[src/rtl/uart_tank_frame_decoder.sv]
// Opponent-tank frame parser: SYNC, x/y/dir payload, optional XOR checksum.
// Define TANK_FRAME_CHECKSUM_EN for the 5-byte checksummed frame; default is the 4-byte frame.
module uart_tank_frame_decoder #(
    parameter int         XMAX           = 799,
    parameter int         YMAX           = 599,
    parameter int         TIMEOUT_CYCLES = 100000,
    parameter logic [7:0] SYNC_BYTE      = 8'hA5
) (
    input  logic       clk,
    input  logic       rst,
    input  logic [7:0] rx_data,
    input  logic       rx_done,
    output logic [9:0] xpos_tank_op,
    output logic [9:0] ypos_tank_op,
    output logic [1:0] direction_tank_uart_out,
    output logic       frame_valid,
    output logic       frame_err,
    output logic [7:0] err_count
);

    localparam logic [9:0]  XMAX_L = XMAX[9:0];
    localparam logic [9:0]  YMAX_L = YMAX[9:0];
    localparam logic [19:0] TMO_L  = TIMEOUT_CYCLES[19:0];

`ifdef TANK_FRAME_CHECKSUM_EN
    typedef enum logic [2:0] {
        IDLE   = 3'd0,
        GET1   = 3'd1,
        GET2   = 3'd2,
        GET3   = 3'd3,
        GETCHK = 3'd4
    } state_t;
    localparam state_t LAST_STATE = GETCHK;
`else
    typedef enum logic [2:0] {
        IDLE = 3'd0,
        GET1 = 3'd1,
        GET2 = 3'd2,
        GET3 = 3'd3
    } state_t;
    localparam state_t LAST_STATE = GET3;
`endif

    state_t      state_q;
    logic [7:0]  b1_q;
    logic [7:0]  b2_q;
`ifdef TANK_FRAME_CHECKSUM_EN
    logic [7:0]  b3_q;
`endif
    logic [19:0] tmo_q;
    logic [9:0]  xpos_q;
    logic [9:0]  ypos_q;
    logic [1:0]  dir_q;
    logic        frame_valid_q;
    logic        frame_err_q;
    logic [7:0]  err_count_q;

    logic [7:0]  b3_s;
    logic        chk_ok_s;
    logic [9:0]  xpos_d;
    logic [9:0]  ypos_d;
    logic [1:0]  dir_d;
    logic        frame_ok_d;
    logic        done_s;
    logic        tmo_hit_s;
    logic        err_event_s;

    // Decode the candidate frame from shadow bytes plus the completing byte.
    always_comb begin
`ifdef TANK_FRAME_CHECKSUM_EN
        b3_s     = b3_q;
        chk_ok_s = (rx_data == (b1_q ^ b2_q ^ b3_q));
`else
        b3_s     = rx_data;
        chk_ok_s = 1'b1;
`endif
        xpos_d     = {b1_q, b2_q[7:6]};
        ypos_d     = {b2_q[5:0], b3_s[7:4]};
        dir_d      = b3_s[1:0];
        frame_ok_d = (b3_s[3:2] == 2'b00) && (xpos_d <= XMAX_L) &&
                     (ypos_d <= YMAX_L) && chk_ok_s;
        done_s      = rx_done && (state_q == LAST_STATE);
        // A byte arriving in the expiry cycle takes priority over the timeout.
        tmo_hit_s   = !rx_done && (state_q != IDLE) && (tmo_q == TMO_L);
        err_event_s = tmo_hit_s || (done_s && !frame_ok_d);
    end

    // Frame FSM, shadow registers, timeout counter and registered outputs.
    always_ff @(posedge clk) begin
        if (rst) begin
            state_q       <= IDLE;
            b1_q          <= 8'd0;
            b2_q          <= 8'd0;
`ifdef TANK_FRAME_CHECKSUM_EN
            b3_q          <= 8'd0;
`endif
            tmo_q         <= 20'd0;
            xpos_q        <= 10'd0;
            ypos_q        <= 10'd0;
            dir_q         <= 2'd0;
            frame_valid_q <= 1'b0;
            frame_err_q   <= 1'b0;
            err_count_q   <= 8'd0;
        end else begin
            frame_valid_q <= done_s && frame_ok_d;
            frame_err_q   <= err_event_s;
            if (err_event_s && (err_count_q != 8'hFF)) begin
                err_count_q <= err_count_q + 8'd1;
            end else begin
                err_count_q <= err_count_q;
            end

            if (rx_done || (state_q == IDLE) || tmo_hit_s) begin
                tmo_q <= 20'd0;
            end else begin
                tmo_q <= tmo_q + 20'd1;
            end

            if (done_s && frame_ok_d) begin
                xpos_q <= xpos_d;
                ypos_q <= ypos_d;
                dir_q  <= dir_d;
            end else begin
                xpos_q <= xpos_q;
                ypos_q <= ypos_q;
                dir_q  <= dir_q;
            end

            if (tmo_hit_s) begin
                state_q <= IDLE;
                b1_q    <= 8'd0;
                b2_q    <= 8'd0;
`ifdef TANK_FRAME_CHECKSUM_EN
                b3_q    <= 8'd0;
`endif
            end else if (rx_done) begin
                case (state_q)
                    IDLE: begin
                        if (rx_data == SYNC_BYTE) begin
                            state_q <= GET1;
                        end else begin
                            state_q <= IDLE;
                        end
                    end
                    GET1: begin
                        b1_q    <= rx_data;
                        state_q <= GET2;
                    end
                    GET2: begin
                        b2_q    <= rx_data;
                        state_q <= GET3;
                    end
`ifdef TANK_FRAME_CHECKSUM_EN
                    GET3: begin
                        b3_q    <= rx_data;
                        state_q <= GETCHK;
                    end
                    GETCHK: begin
                        state_q <= IDLE;
                    end
`else
                    GET3: begin
                        state_q <= IDLE;
                    end
`endif
                    default: begin
                        state_q <= IDLE;
                    end
                endcase
            end else begin
                state_q <= state_q;
            end
        end
    end

    assign xpos_tank_op            = xpos_q;
    assign ypos_tank_op            = ypos_q;
    assign direction_tank_uart_out = dir_q;
    assign frame_valid             = frame_valid_q;
    assign frame_err               = frame_err_q;
    assign err_count               = err_count_q;

endmodule

[config.mk]
export PLATFORM = sky130hd
export DESIGN_NAME = uart_tank_frame_decoder
export DESIGN_NICKNAME = d
export VERILOG_FILES = /design/src/rtl/uart_tank_frame_decoder.sv
export SDC_FILE = /design/constraint.sdc
export NUM_CORES = 1
export LEC_CHECK = 0
export CAP_MARGIN = 20
export CORE_MARGIN = 2
export CORE_UTILIZATION = 30
export DETAILED_ROUTE_END_ITERATION = 12
export PLACE_DENSITY_LB_ADDON = 0.08
export SLEW_MARGIN = 5
export SYNTH_ARGS = -nofsm -noshare
export SYNTH_HDL_FRONTEND = slang
export SYNTH_SLANG_ARGS = --single-unit
[constraint.sdc]
create_clock -name clk -period 2.1 [get_ports clk]
set_input_delay 0.42 -clock clk [delete_from_list [all_inputs] [get_ports clk]]
set_output_delay 0.42 -clock clk [all_outputs]
set_load 0.01 [all_outputs]
==> flow_summary_export.csv <==
group,metric,value,unit
place,portBuffers,42,
synth,synthSimpleGateAreaFrac,0.244,
cts,cts_max_level,3,
status,violations,"negative setup slack",
grt,grt_usage,0.136,
synth,synth_xor_area_frac,0.0526,
sta,setup_viol,1,
synth,synth.area.mux_share,0.103,
sta,max_clock_freq,0.463,GHz
place,place.gp.congestion,0.780,
flow_run,cap_violations,0,
pwr,leakage,1.48,nW
detailed_routing,wirelength,7.11,mm
hold_path,min-delay-start,"b1_q[0]$_SDFFE_PP0P_",
floorplan,core_area,0.00973,mm^2
synth,synth_edf_count,0,
synth,syn-num-nets,349,
sta,post-route-worst-setup-slack,-58.4,ps
detailed_routing,ant_nets,0,
sta,rsz0062_at_grt,"true",
layout,finalNetCount,429,
critical_path,cpLargestDelayFamily,"simple AND/OR/NAND/NOR gates",
critical_path,path_class,"flip-flop to flip-flop",
critical_path,path_buf_inv,1,
synth,synth_compound_area_frac,0.0710,
synth,synthCells,331,
detailed_routing,drcViolationCount,0,
critical_path,worstPathCellList,"inv_2 > ha_4 > or2_4 > or4_4 > a2111oi_4 > mux2_4",
sta,report.final.slew_viol_count,0,
synth,synth-seq-area-share,0.467,
sta,skew,12.6,ps
synth,ys.flop_type,"dfxtp_1",
detailed_routing,vias,2497,
grt,grt_max_degree,24,
critical_path,reg2reg_from,"state_q[1]$_SDFFE_PP0P_",
detailed_routing,via_per_inst,4.55,
hold_path,hp-class,"flip-flop to flip-flop",
cts,clockBufferDepth,2,
critical_path,slowest_stage,"or4_4",
pwr,power_density,675,mW/mm^2
detailed_routing,drt_iter0_markers,50,
synth,ys_types,38,
cts,clkSlewWorstSetupHoldPaths,80,ps
sta,worstMarginPinSlew,507,ps
synth,yosys_warnings,0,
grt,grt-ovfl-total,0,
floorplan,die_h,104,um
synth,synth-async-reset-ratio,0,
cts,hold_buffers,0,
detailed_routing,routedWlPerCell,12.9,um
critical_path,crit_fanout,4,
detailed_routing,firstDrtPassIters,4,
cts,clockRootBuffer,"clkbuf_8",
sta,worst_hold_slack,465,ps
critical_path,timing.critical_path.from,"state_q[1]$_SDFFE_PP0P_",
floorplan,dieArea,0.0108,mm^2
floorplan,pin_count,43,
synth,syn-cell-area,0.00300,mm^2
grt,grt_pass1_wl,11.9,mm
layout,areaGrowthSynthToFinish,39.2,%
synth,synth_fa_ha_area_frac,0.0292,
sta,final.period_utilization,1.03,
critical_path,slowest_delay,580,ps
cts,cts_tree,"done",
grt,grt_pass1_vias,2357,
cts,cts_buffers,9,
critical_path,arrival,2390,ps
floorplan,initial_core_util,0.308,
synth,synth_area_per_cell,9.06,um^2
sta,fin_crit,2160,ps
place,hpwl,5.17,mm
floorplan,die_w,104,um
synth,ys_ff_latch,70,
status,status,"finished, violations left",
floorplan,fp-row-count,36,
critical_path,start_kind,"flip-flop",
critical_path,worstPathRequired,2340,ps
pwr,ir_drop,0.000337,V
layout,drive_gt1_frac,0.207,
synth,synth_top_family_by_area,"simple AND/OR/NAND/NOR gates",
sta,hold_viol_final,0,
grt,antenna_found_initial,0,
cts,cts.sinks,70,
layout,fin_util,0.429,
cts,clk_latency,350,ps
sta,relSlewSlack,0.659,
layout,antennaDiodeCount,0,
critical_path,end_kind,"flip-flop",
-- cell usage in the layout, fill, tap and decap left out, drive strengths merged, types with 3 or more instances in the layout --
| cell | n |
|---|---|
| nor2b | 6 |
| clkdlybuf4s50 | 41 |
| a211oi | 3 |
| nor4bb | 3 |
| ha | 7 |
| and3 | 4 |
| and4 | 3 |
| mux2i | 24 |
| buf | 44 |
| nor3 | 3 |
| nand4 | 10 |
| xor2 | 16 |
| mux2 | 6 |
| nor2 | 54 |
| inv | 7 |
| nand3 | 28 |
| a21oi | 22 |
| clkbuf | 9 |
| dfxtp | 70 |
| nand2 | 30 |
| nand2b | 3 |
| bufinv | 3 |
-- routing by layer --
metal	global-route usage	wire [um]
met1	0.193	3610
met2	0.200	3100
met3	0.0326	287
met4	0.0492	111
met5	0	0
-- through the flow --
| step | setup TNS (ps) | cell area (um^2) | instances | total power [mW] | setup slack (ps) |
|---|---|---|---|---|---|
| 5_1_grt | -247 | 4170 | 549 | 2.94 | -118 |
| 3_3_place_gp | -8890 | 3810 | 528 | 1.50 | -322 |
| 6_report | -58.4 | 4170 | 549 | 2.82 | -58.4 |
| 3_5_place_dp | -7650 | 3810 | 528 | 1.50 | -316 |
| 4_1_cts | -39.8 | 4120 | 548 | 2.85 | -39.8 |
| 2_1_floorplan | -66.3 | 3000 | 331 | 1.43 | -66.3 |
-- area by class of cell --
cell class / count / area [um^2]
Fill cell: 1001 / 5560
Tap cell: 133 / 166
Sequential cell: 70 / 1410
Inverter: 6 / 22.5
Clock inverter: 7 / 120
Timing Repair Buffer: 86 / 761
Clock buffer: 9 / 124
Multi-Input combinational cell: 238 / 1570
-- Yosys cell counts (2+ instances only) --
master    number  area share
mux2i_1       24       0.080
nand2b_1       3      0.0063
a21oi_1       22       0.037
and3_1         4      0.0083
a211oi_1       3      0.0075
clkbuf_1      10       0.013
nor2b_1        6       0.013
xnor2_1        2      0.0058
dfxtp_1       70        0.47
xor2_1        16       0.047
nor4bb_1       3       0.010
and4_1         3      0.0088
nor3_1         3      0.0050
nand4_1       10       0.021
inv_1          6      0.0075
nor2_1        54       0.068
ha_1           7       0.029
mux2_2         5       0.019
buf_2          4      0.0067
nand3_1       28       0.047
buf_1          2      0.0025
nand2_1       30       0.038
-- worst reg2reg max path: cells and delay by family, from the launching register on --
kind / cells / cell delay (ps)
simple gates: 2 / 800
compound gates: 1 / 380
flops: 1 / 340
mux: 1 / 330
fa+ha+maj: 1 / 150
buf+inv: 1 / 50
-- registers in the layout, indices dropped and copies added, names as in the netlist --
register                 count
b1_q                         8
b2_q                         8
direction_tank_uart_out      2
err_count                    8
frame_err                    1
frame_valid                  1
state_q                      2
tmo_q                       20
xpos_tank_op                10
ypos_tank_op                10
-- kinds of logic (layout without fill, tap and decap cells) --
kind of cell    after synthesis  in the layout
compound gates               32             32
xor+xnor                     18             18
fa+ha+maj                     7              7
buf+inv                      23            108
flops                        70             70
mux                          30             30
simple gates                151            151
-- repair_timing --
item / CTS / global route
setup endpoints to repair: 25 / 25
pin swaps: 4 / 0
setup buffers: 4 / 0
gates cloned: 0 / 1
gates resized for setup: 10 / 11
-- report_power, final --
part           switching (mW)  internal, mW  leakage (nW)
Sequential            0.00716          1.34         0.566
Combinational          0.0744        0.0664         0.797
Clock                   0.539         0.793         0.120
Total                   0.621          2.20          1.48
-- worst paths after layout --
kind                                to  slack, ps  cells past startpoint
max          err_count[7]$_SDFFE_PP0P_        -60                      6
min               b1_q[0]$_SDFFE_PP0P_        470                      2
max reg2reg  err_count[7]$_SDFFE_PP0P_        -60                      6
min reg2reg       b1_q[0]$_SDFFE_PP0P_        470                      2
Power figures use the tool's default switching activity.
